`src/rtl/vga_timing_gen.sv`:
```
// ---------------------------------------------------------------------------
// vga_timing_gen
//
// Purpose:
//    Free-running VGA raster timing generator. A horizontal/vertical position
//    counter advances once per enabled pixel edge and every output is a
//    registered decode of the position the counter moves to, so x/y and the
//    sync/active flags always line up with no extra latency.
//
// Ports:
//    clk          in   system clock, all state changes on its rising edge
//    rst          in   asynchronous active-high reset
//    pix_en       in   pixel-rate clock enable
//    hsync        out  horizontal sync, pulse level set by HPOL
//    vsync        out  vertical sync, pulse level set by VPOL
//    active       out  1 while the position is inside the visible area
//    x            out  horizontal position, 0..H_TOTAL-1
//    y            out  vertical position, 0..V_TOTAL-1
//    line_start   out  one-clk strobe when x becomes 0
//    frame_start  out  one-clk strobe when (x,y) becomes (0,0)
// ---------------------------------------------------------------------------
module vga_timing_gen #(
   parameter int H_ACTIVE = 640,
   parameter int H_FP     = 16,
   parameter int H_SYNC   = 96,
   parameter int H_BP     = 48,
   parameter int V_ACTIVE = 480,
   parameter int V_FP     = 10,
   parameter int V_SYNC   = 2,
   parameter int V_BP     = 33,
   parameter int HPOL     = 0,
   parameter int VPOL     = 0,
   parameter int XW       = 11,
   parameter int YW       = 10
) (
   input  logic          clk,
   input  logic          rst,
   input  logic          pix_en,
   output logic          hsync,
   output logic          vsync,
   output logic          active,
   output logic [XW-1:0] x,
   output logic [YW-1:0] y,
   output logic          line_start,
   output logic          frame_start
);

   localparam int H_TOTAL = H_ACTIVE + H_FP + H_SYNC + H_BP;
   localparam int V_TOTAL = V_ACTIVE + V_FP + V_SYNC + V_BP;

   localparam logic [XW-1:0] H_LAST       = XW'(H_TOTAL - 1);
   localparam logic [XW-1:0] H_VISIBLE    = XW'(H_ACTIVE);
   localparam logic [XW-1:0] H_SYNC_FIRST = XW'(H_ACTIVE + H_FP);
   localparam logic [XW-1:0] H_SYNC_LAST  = XW'(H_ACTIVE + H_FP + H_SYNC - 1);

   localparam logic [YW-1:0] V_LAST       = YW'(V_TOTAL - 1);
   localparam logic [YW-1:0] V_VISIBLE    = YW'(V_ACTIVE);
   localparam logic [YW-1:0] V_SYNC_FIRST = YW'(V_ACTIVE + V_FP);
   localparam logic [YW-1:0] V_SYNC_LAST  = YW'(V_ACTIVE + V_FP + V_SYNC - 1);

   // Idle (non-pulse) levels of the sync outputs.
   localparam logic H_IDLE = (HPOL != 0);
   localparam logic V_IDLE = (VPOL != 0);

   // Internal position. It parks at the last pixel of the frame during reset
   // so the first enabled edge afterwards lands on (0,0), while the visible
   // x/y outputs already read 0.
   logic [XW-1:0] h_pos_reg;
   logic [YW-1:0] v_pos_reg;
   logic [XW-1:0] h_pos_next;
   logic [YW-1:0] v_pos_next;

   logic hsync_next;
   logic vsync_next;
   logic active_next;

   always_comb begin
      h_pos_next = h_pos_reg + 1'b1;
      v_pos_next = v_pos_reg;
      if (h_pos_reg == H_LAST) begin
         h_pos_next = '0;
         if (v_pos_reg == V_LAST) begin
            v_pos_next = '0;
         end else begin
            v_pos_next = v_pos_reg + 1'b1;
         end
      end
   end

   // Decode the position being entered, so the registered flags match the
   // registered x/y in the same cycle.
   always_comb begin
      hsync_next  = H_IDLE;
      vsync_next  = V_IDLE;
      active_next = (h_pos_next < H_VISIBLE) && (v_pos_next < V_VISIBLE);
      if ((h_pos_next >= H_SYNC_FIRST) && (h_pos_next <= H_SYNC_LAST)) begin
         hsync_next = ~H_IDLE;
      end
      // vsync spans whole lines, horizontal blanking included.
      if ((v_pos_next >= V_SYNC_FIRST) && (v_pos_next <= V_SYNC_LAST)) begin
         vsync_next = ~V_IDLE;
      end
   end

   always_ff @(posedge clk or posedge rst) begin
      if (rst) begin
         h_pos_reg   <= H_LAST;
         v_pos_reg   <= V_LAST;
         x           <= '0;
         y           <= '0;
         hsync       <= H_IDLE;
         vsync       <= V_IDLE;
         active      <= 1'b0;
         line_start  <= 1'b0;
         frame_start <= 1'b0;
      end else begin
         // Strobes fall back to 0 on every clk that is not an enabled
         // wrap edge, however long pix_en stays low.
         line_start  <= 1'b0;
         frame_start <= 1'b0;
         if (pix_en) begin
            h_pos_reg   <= h_pos_next;
            v_pos_reg   <= v_pos_next;
            x           <= h_pos_next;
            y           <= v_pos_next;
            hsync       <= hsync_next;
            vsync       <= vsync_next;
            active      <= active_next;
            line_start  <= (h_pos_next == '0);
            frame_start <= (h_pos_next == '0) && (v_pos_next == '0);
         end
      end
   end

endmodule

```
`config.mk`:
```
export PLATFORM = sky130hd
export DESIGN_NAME = vga_timing_gen
export DESIGN_NICKNAME = d
export VERILOG_FILES = /design/src/rtl/vga_timing_gen.sv
export SDC_FILE = /design/constraint.sdc
export NUM_CORES = 1
export LEC_CHECK = 0
export CORE_MARGIN = 5
export CORE_UTILIZATION = 35
export CTS_BUF_LIST = sky130_fd_sc_hd__clkbuf_8 sky130_fd_sc_hd__clkbuf_16
export DETAILED_ROUTE_END_ITERATION = 7
export PLACE_DENSITY = 0.52
export SLEW_MARGIN = 25
export SYNTH_ARGS = -nofsm -noshare
export SYNTH_HDL_FRONTEND = slang
export SYNTH_SLANG_ARGS = --single-unit
```
`constraint.sdc`:
```
create_clock -name clk -period 3.5 [get_ports clk]
set_input_delay 0.7 -clock clk [delete_from_list [all_inputs] [get_ports clk]]
set_output_delay 0.7 -clock clk [all_outputs]
set_load 0.005 [all_outputs]
```
==> results of run 1 <==
## worst max-delay path, delay by kind of cell (launching register included)
kind	cells	cell delay, ps
fa+ha+maj	1	320
compound gates	3	710
simple gates	3	1340
flops	1	590
## report_power, final
part	internal (mW)	switching (mW)	total, mW
Sequential	0.502	0.0979	0.600
Clock	0.134	0.149	0.283
Combinational	0.157	0.144	0.301
## area by class of cell
cell class	count	area, sq um	area share, %
multi-input cells	178	1140	44.2
flip-flops and latches	36	913	35.5
repair buffers	31	303	11.8
well taps	77	96.3	3.75
clock buffers	5	68.8	2.68
inverters	11	41.3	1.61
clock inverters	3	12.5	0.487
## placed cells by master, fill, tap and decap left out, drive strengths merged, types with 3 or more instances in the layout
cell | synthesis | final
a21oi | 13 | 13
a22oi | 3 | 3
buf | 15 | 3
clkbuf | 13 | 5
clkdlybuf4s50 | 0 | 28
dfrtp | 26 | 26
dfstp | 10 | 10
ha | 5 | 5
inv | 11 | 13
mux2 | 3 | 3
nand2 | 25 | 25
nand3 | 11 | 11
nand4 | 8 | 8
nor2 | 19 | 19
nor3 | 14 | 14
nor4 | 4 | 4
o21ai | 16 | 16
o2bb2ai | 3 | 3
o31ai | 5 | 5
or4 | 5 | 5
xnor2 | 11 | 11
xor2 | 6 | 6
## metal layers
metal	global-route usage, %	vias up	part of all wire (%)
met5	0	-	0
met4	5.21	0	1.4
met3	2.83	7	4.1
met2	18.3	40	42
met1	19.4	859	53
li1	-	919	-
## cell families (layout without fill, tap and decap cells)
group,after synthesis,in the layout,synth area share [%]
AND/OR/NAND/NOR,96,96,22.7
AO/OA/AOI/OAI,54,54,15.5
buffers and inverters,39,50,9.10
flip-flops,36,36,40.5
XOR/XNOR,17,17,6.60
adder cells (fa/ha/maj),6,6,3.22
multiplexers,5,5,2.39
## through the flow
| step | hold slack (ps) | cell area [sq um] | instances | util, % |
|---|---|---|---|---|
| after global routing | 538 | 2570 | 341 | 40.7 |
| after global placement | 494 | 2490 | 333 | 39.4 |
| after CTS | 511 | 2570 | 341 | 40.7 |
| after floorplan | 478 | 2250 | 253 | - |
| after detailed placement | 488 | 2490 | 333 | 39.4 |
| final | 503 | 2570 | 341 | 40.7 |
## how the worst max path moves through the flow
stage	from	depth (start not counted)	endpoint	slack, ps
finish	h_pos_reg[0]	7	frame_start	450
global route	h_pos_reg[0]	7	frame_start	140
CTS	h_pos_reg[0]	7	frame_start	470
detailed placement	h_pos_reg[0]	7	frame_start	490
global placement	h_pos_reg[0]	7	frame_start	540
floorplan	h_pos_reg[0]	9	y[9]	680
## synthesized netlist by cell type (all sizes together)
cell	number	area, sq um
o22a	1	8.76
o41ai	2	17.5
dfrtp	26	651
nand2b	2	12.5
nor4b	1	8.76
inv	11	41.3
o2111ai	1	8.76
clkbuf	13	48.8
maj3	1	10.0
a21o	2	15.0
or3	2	12.5
o211a	1	10.0
nor2b	1	6.26
nand4b	1	8.76
and2	1	6.26
o2bb2ai	3	26.3
a21oi	13	65.1
and4	1	8.76
dfstp	10	263
mux2i	2	20.0
or4	5	45.0
o31a	1	8.76
a22o	1	8.76
a211o	1	8.76
nand4	8	50.1
a31oi	1	6.26
o21ai	16	80.1
o31ai	5	37.5
ha	5	62.6
o21a	1	7.51
nor2	19	71.3
nand3	11	55.1
xnor2	11	96.3
nor3	14	86.3
xor2	6	52.6
mux2	3	33.8
a22oi	3	22.5
nor4	4	40.0
nand2	25	93.8
and3	1	6.26
buf	15	115
o32ai	1	8.76
o311ai	1	8.76
==> impl_metrics.toml, run 1 <==
[clock_tree]
worst_skew_pair.late_latency_ps = 290
postCtsSetupRepairBufs = 0
cts_tree = "yes"
total_cts_buffers = 5
h-tree-depth = 2
post_cts_resize_count = 0
ctsRootBufferMaster = "clkbuf_8"
hold_fix_buffers_at_cts = 0
clock_sinks = 36
clk_transition_reported_paths_ps = 70
clock_path_buffers = 2

[setup_path]
path_cells = "ha_1, nand4_1, or3_1, a21o_1, a22oi_1, o21ai_0, nor4b_1"
worstReg2RegEnd = "frame_start"
critical_path.endpoint_type = "register"
rrSetupSlack_ps = 450
worst-setup-path-type = "register to register"
worst_path_largest_cell_delay_ps = 650
timing.critical_path.arrival_ps = 3240
worst_setup_path_start_kind = "register"
ff2ff_path_depth = 7
crit_slowest_cell = "or3_1"
worstPathMaxFanout = 11
worstReg2RegStart = "h_pos_reg[0]"
cp.required_ps = 3680

[grt]
first_global_vias = 1706
antenna_violations_before_repair = 0
grt.overflow.total = 0
pin_count_of_the_biggest_net_entering_global_routing = 41
gr-usage-all-layers_pct = 13.1
grt_pass1_wl_mm = 8.69

[worst_hold_path]
hold_class = "register to register"
min_delay_worst_endpoint = "x[0]"
holdPathStages = 1
startpoint_of_the_lowest_slack_hold_path = "x[0]"

[pwr]
power_per_cell_area_nw_per_um2 = 461
leakagePower_nw = 0.990
total_power_mw = 1.18
vdd_ir_drop_max_mv = 0.324

[drt]
drt_iter0_drc = 119
wire_per_inst_um = 15.3
via_per_inst = 5.35
via_count = 1825
ant_nets = 0
number_of_drc_violations_after_detailed_routing = 0
postRouteWirelength_mm = 5.22
drtPass1Iterations = 4

[final_layout]
post_route_cells_drive_above_1_share_pct = 10.2
area_growth_syn_to_fin_pct = 14.0
design.final.nets = 271
antenna_cells = 0
layout.filler_cells = 659
largest_reg_flops = 11

[run]
cap_violations = 0

[placement]
io_buffer_count = 28
dp_slack_ps = 492
hpwlAfterDp_mm = 3.64
place.gp.congestion = 0.812

[synthesis]
ys_seq_area_share_pct = 40.5
syn_inst = 253
syn-num-nets = 261
yosys_warnings = 0
synth.avg_cell_area_sq_um = 8.91
synth_seq_cells = 36
synth.distinct_cells = 49
netlist_area_sq_um = 2250

[sta]
worst_clock_skew_ps = 6.07
max_freq_mhz = 327
layout_worst_path_cycle_share_pct = 87.3
timing.final.hold_violations = 0
grt_setup_unrepaired = "false"
worst-slew-pin-transition_ps = 535
finish_stage_setup_viols = 0
final_critical_path_setup_slack_ps = 446
slew_headroom_pct = 64.2
final-max-slew-violation-count = 0
final_period_minus_worst_setup_slack_ps = 3050
fin_tns_setup_ps = 0

[floorplanning]
die_width_um = 90.3
die_footprint_sq_um = 8150
ios = 29
initial_core_util_pct = 35.7
chipHeight_um = 90.3
core.rowCount = 29
coreArea_sq_um = 6310

[outcome]
status = "finished, final reports clean"
Note: power is estimated with default switching activity, not from simulation.
==> run 2: changes to the inputs <==
--- a/config.mk
+++ b/config.mk
@@ -9,7 +9,7 @@
 export CORE_UTILIZATION = 35
 export CTS_BUF_LIST = sky130_fd_sc_hd__clkbuf_8 sky130_fd_sc_hd__clkbuf_16
 export DETAILED_ROUTE_END_ITERATION = 7
-export PLACE_DENSITY = 0.52
+export PLACE_DENSITY = 0.55
 export SLEW_MARGIN = 25
 export SYNTH_ARGS = -nofsm -noshare
 export SYNTH_HDL_FRONTEND = slang
==> run 2 against run 1 <==
Against the previous run:
- total power grew 1.1%
- combinational power is essentially flat
- maximum frequency shrank 1.7%
- utilization grew 0.14 points
- hold slack gained 4.9 ps
- critical endpoint unchanged
- largest power group unchanged
==> impl_metrics.toml, run 2 (same netlist as run 1, synthesis figures left out) <==
[clock_tree]
cts_tree = "yes"
post_cts_resize_count = 0
clock_path_buffers = 2
ctsRootBufferMaster = "clkbuf_8"
clk_transition_reported_paths_ps = 70
postCtsSetupRepairBufs = 0
h-tree-depth = 2
clock_sinks = 36
total_cts_buffers = 5
hold_fix_buffers_at_cts = 0
worst_skew_pair.late_latency_ps = 280

[floorplanning]
die_width_um = 90.3
die_footprint_sq_um = 8150
core.rowCount = 29
chipHeight_um = 90.3
ios = 29
coreArea_sq_um = 6310
initial_core_util_pct = 35.7

[placement]
place.gp.congestion = 0.817
io_buffer_count = 28
hpwlAfterDp_mm = 3.63

[setup_path]
ff2ff_path_depth = 7
worst_setup_path_start_kind = "register"
worst_path_largest_cell_delay_ps = 650
worstReg2RegEnd = "frame_start"
worst-setup-path-type = "register to register"
rrSetupSlack_ps = 390
cp.required_ps = 3670
worstReg2RegStart = "h_pos_reg[0]"
worstPathMaxFanout = 11
path_cells = "ha_1, nand4_1, or3_1, a21o_1, a22oi_1, o21ai_0, nor4b_1"
timing.critical_path.arrival_ps = 3280
critical_path.endpoint_type = "register"
crit_slowest_cell = "or3_1"

[sta]
hold_ws_ps = 508
worst_clock_skew_ps = 7.47
timing.final.hold_violations = 0
fin_tns_setup_ps = 0
slew_headroom_pct = 63.1
layout_worst_path_cycle_share_pct = 88.8
worst-slew-pin-transition_ps = 551
max_freq_mhz = 322
grt_setup_unrepaired = "false"
final-max-slew-violation-count = 0
finish_stage_setup_viols = 0
final_period_minus_worst_setup_slack_ps = 3110

[pwr]
leakagePower_nw = 0.993
power_per_cell_area_nw_per_um2 = 464
vdd_ir_drop_max_mv = 0.289

[grt]
gr-usage-all-layers_pct = 13.2
antenna_violations_before_repair = 0
grt.overflow.total = 0
grt_pass1_wl_mm = 9.02
first_global_vias = 1712
pin_count_of_the_biggest_net_entering_global_routing = 41

[worst_hold_path]
holdPathStages = 1
startpoint_of_the_lowest_slack_hold_path = "x[0]"
min_delay_worst_endpoint = "x[0]"
hold_class = "register to register"

[final_layout]
area_growth_syn_to_fin_pct = 14.4
design.final.nets = 271
post_route_cells_drive_above_1_share_pct = 10.2
final_common_cell = "clkdlybuf4s50_1"
final_cell_mix = "clkdlybuf4s50_1, dfrtp_1, nand2_1"
antenna_cells = 0
largest_reg_flops = 11

[run]
cap_violations = 0

[drt]
via_per_inst = 5.38
number_of_drc_violations_after_detailed_routing = 0
via_count = 1836
postRouteWirelength_mm = 5.18
wire_per_inst_um = 15.2
drt_iter0_drc = 103
drtPass1Iterations = 4
ant_nets = 0

[outcome]
status = "finished, final reports clean"
[run 2: cell count changes in the layout (fill, tap and decap cells not counted), sizes merged]
cell / delta
clkbuf: +1
clkinv: -1
[run 2: worst max-delay path: cells and delay by family, from the launching register on]
family / cells / cell delay [ps]
compound gates: 3 / 740
fa+ha+maj: 1 / 330
flops: 1 / 590
simple gates: 3 / 1330
[run 2: per-layer routing]
metal | global-route usage [%] | vias to the layer above | wire [um]
met4 | 3.72 | 0 | 50
met1 | 20.0 | 865 | 2650
met3 | 3.08 | 4 | 270
met2 | 18.7 | 47 | 2210
li1 | - | 920 | -
met5 | 0 | - | 0
[run 2: worst max-delay path by stage]
stage                            start     endpoint  slack (ps)
after floorplan           h_pos_reg[0]         y[9]         680
after global placement    h_pos_reg[0]  frame_start         400
after detailed placement  h_pos_reg[0]  frame_start         390
after CTS                 h_pos_reg[0]  frame_start         380
after global routing      h_pos_reg[0]  frame_start         100
final                     h_pos_reg[0]  frame_start         390
[run 2: power breakdown]
group	internal, mW	switching [mW]
Combinational	0.157	0.140
Sequential	0.502	0.0958
Clock	0.155	0.147
Total	0.815	0.383
[run 2: layout make-up]
type,count,area (sq um)
clock buffer,6,82.6
fill,675,3730
timing repair buffer,31,303
clock inverter,2,7.51
sequential,36,913
multi-input combinational,178,1140
inverter,11,41.3
tap,77,96.3
[run 2: stage by stage]
| stage | total power, mW | std cells | worst slack [ps] | area [sq um] | utilization [%] |
|---|---|---|---|---|---|
| 2_1_floorplan | 0.794 | 253 | 678 | 2250 | - |
| 3_3_place_gp | 0.905 | 333 | 399 | 2490 | 39.4 |
| 3_5_place_dp | 0.905 | 333 | 393 | 2490 | 39.4 |
| 4_1_cts | 1.21 | 341 | 379 | 2580 | 40.9 |
| 5_1_grt | 1.29 | 341 | 105 | 2580 | 40.9 |
| 6_report | 1.20 | 341 | 394 | 2580 | 40.9 |
==> run 3: changes to the inputs <==
--- a/config.mk
+++ b/config.mk
@@ -9,7 +9,6 @@
 export CORE_UTILIZATION = 35
 export CTS_BUF_LIST = sky130_fd_sc_hd__clkbuf_8 sky130_fd_sc_hd__clkbuf_16
 export DETAILED_ROUTE_END_ITERATION = 7
-export PLACE_DENSITY = 0.55
 export SLEW_MARGIN = 25
 export SYNTH_ARGS = -nofsm -noshare
 export SYNTH_HDL_FRONTEND = slang
==> run 3 against run 2 <==
Against the previous run:
- first-iteration DRC count is 22% higher
- via count is 0.27% higher
- combinational power hardly changed
- flip-flop and latch count stayed put
- final cell count stayed put
- die area stayed put
- global-route usage is 0.18 points higher
- hold slack better by 7.0 ps
- sequential share of layout area is 0.24 points lower
- setup slack hardly changed
- critical path depth stayed put
- critical endpoint unchanged
==> impl_metrics.toml, run 3 (same netlist as run 1, synthesis figures left out) <==
[worst_hold_path]
startpoint_of_the_lowest_slack_hold_path = "x[8]"
min_delay_worst_endpoint = "x[8]"
holdPathStages = 1
hold_class = "register to register"

[drt]
maxUsedRoutingLayer = "met4"
m1WireLength_mm = 2.62
via_count = 1841
drtPass1Iterations = 4
ant_nets = 0
number_of_drc_violations_after_detailed_routing = 0
wire_per_inst_um = 15.1
postRouteWirelength_mm = 5.16
dr_wl_met3_um = 238
met2_length_mm = 2.22
via_per_inst = 5.40
drt_iter0_drc = 126

[final_layout]
final_cell_mix = "clkdlybuf4s50_1, dfrtp_1, nand2_1"
design.final.nets = 271
multi_input_comb_area_sq_um = 1140
post_route_cells_drive_above_1_share_pct = 10.6
antenna_cells = 0
layout.filler_cells = 645
largest_reg_flops = 11
area_growth_syn_to_fin_pct = 15.2
final-seq-area_sq_um = 913
final_common_cell = "clkdlybuf4s50_1"

[grt]
first_global_vias = 1773
antenna_violations_before_repair = 0
grt.overflow.total = 0
gr-usage-all-layers_pct = 13.4
grt_pass1_wl_mm = 9.05
pin_count_of_the_biggest_net_entering_global_routing = 41

[clock_tree]
clock_sinks = 36
h-tree-depth = 2
cts_tree = "yes"
postCtsSetupRepairBufs = 0
clock_path_buffers = 2
hold_fix_buffers_at_cts = 0
ctsRootBufferMaster = "clkbuf_8"
clk_transition_reported_paths_ps = 80
worst_skew_pair.late_latency_ps = 300
total_cts_buffers = 5
post_cts_resize_count = 0

[setup_path]
critical_path.startpoint = "h_pos_reg[0]"
worstPathMaxFanout = 8
worst_setup_path_start_kind = "register"
worstReg2RegEnd = "frame_start"
worst-setup-path-type = "register to register"
rrSetupSlack_ps = 390
critical_path.endpoint_type = "register"
worstReg2RegStart = "h_pos_reg[0]"
timing.critical_path.arrival_ps = 3300
ff2ff_path_depth = 7
cp.required_ps = 3690

[placement]
hpwlAfterDp_mm = 3.64
io_buffer_count = 28
place.gp.congestion = 0.781

[sta]
fin_tns_setup_ps = 0
hold_ws_ps = 515
grt_setup_unrepaired = "false"
final-max-slew-violation-count = 0
worst_clock_skew_ps = 10.2
max_freq_mhz = 322
final_period_minus_worst_setup_slack_ps = 3110
layout_worst_path_cycle_share_pct = 88.8
slew_headroom_pct = 63.6
worst-slew-pin-transition_ps = 544
timing.final.hold_violations = 0
finish_stage_setup_viols = 0

[pwr]
vdd_ir_drop_max_mv = 0.300
power_per_cell_area_nw_per_um2 = 486
sw_frac_of_total_pct = 31.3
power.combinational.fraction_pct = 23.6
leakagePower_nw = 0.998
p_sw_mw = 0.395
total_power_mw = 1.26
pwr-share-seq_pct = 47.4
clock_power_share_pct = 29.0
p_int_mw = 0.868

[floorplanning]
core.rowCount = 29
ios = 29
die_footprint_sq_um = 8150
chipHeight_um = 90.3
coreArea_sq_um = 6310
initial_core_util_pct = 35.7
die_width_um = 90.3

[outcome]
status = "finished, final reports clean"

[run]
cap_violations = 0
## run 3: cell type report
| type | instances | share of cell area, % |
|---|---|---|
| multi-input cells | 178 | 43.7 |
| flip-flops and latches | 36 | 35.2 |
| repair buffers | 31 | 11.7 |
| well taps | 77 | 3.71 |
| clock buffers | 5 | 2.65 |
| inverters | 11 | 1.59 |
| clock inverters | 3 | 1.49 |
## run 3: how the worst max path moves through the flow
stage	to	cells after the start
final	frame_start	7
after global routing	frame_start	7
after CTS	frame_start	7
after detailed placement	frame_start	7
after global placement	frame_start	7
after floorplan	y[9]	9
## run 3: critical path, cell delays in order, from the launching register on
cell,delay (ps)
dfstp_2,590
ha_1,330
nand4_1,370
nor3_4,470
nor2_1,130
or4_1,520
nor3_1,300
nor4b_1,280
## run 3: layer usage
layer	GRT usage [%]	up-vias
li1	-	914
met1	19.5	875
met2	19.5	47
met3	3.17	5
met4	4.47	0
met5	0	-
## run 3: power by group through the flow
| stage | clock network [mW] | logic, mW | registers, mW |
|---|---|---|---|
| finish | 0.367 | 0.298 | 0.598 |
| global route | 0.393 | 0.339 | 0.615 |
| CTS | 0.376 | 0.303 | 0.599 |
| detailed placement | 0 | 0.301 | 0.605 |
| global placement | 0 | 0.299 | 0.604 |
| floorplan | 0 | 0.238 | 0.556 |
## run 3: metrics by stage
| step | area [sq um] | util [%] | setup WS, ps | std cells |
|---|---|---|---|---|
| finish | 2600 | 41.1 | 393 | 341 |
| global route | 2600 | 41.1 | 70.3 | 341 |
| global placement | 2490 | 39.4 | 480 | 333 |
| CTS | 2600 | 41.1 | 415 | 341 |
| floorplan | 2250 | - | 678 | 253 |
| detailed placement | 2490 | 39.4 | 419 | 333 |
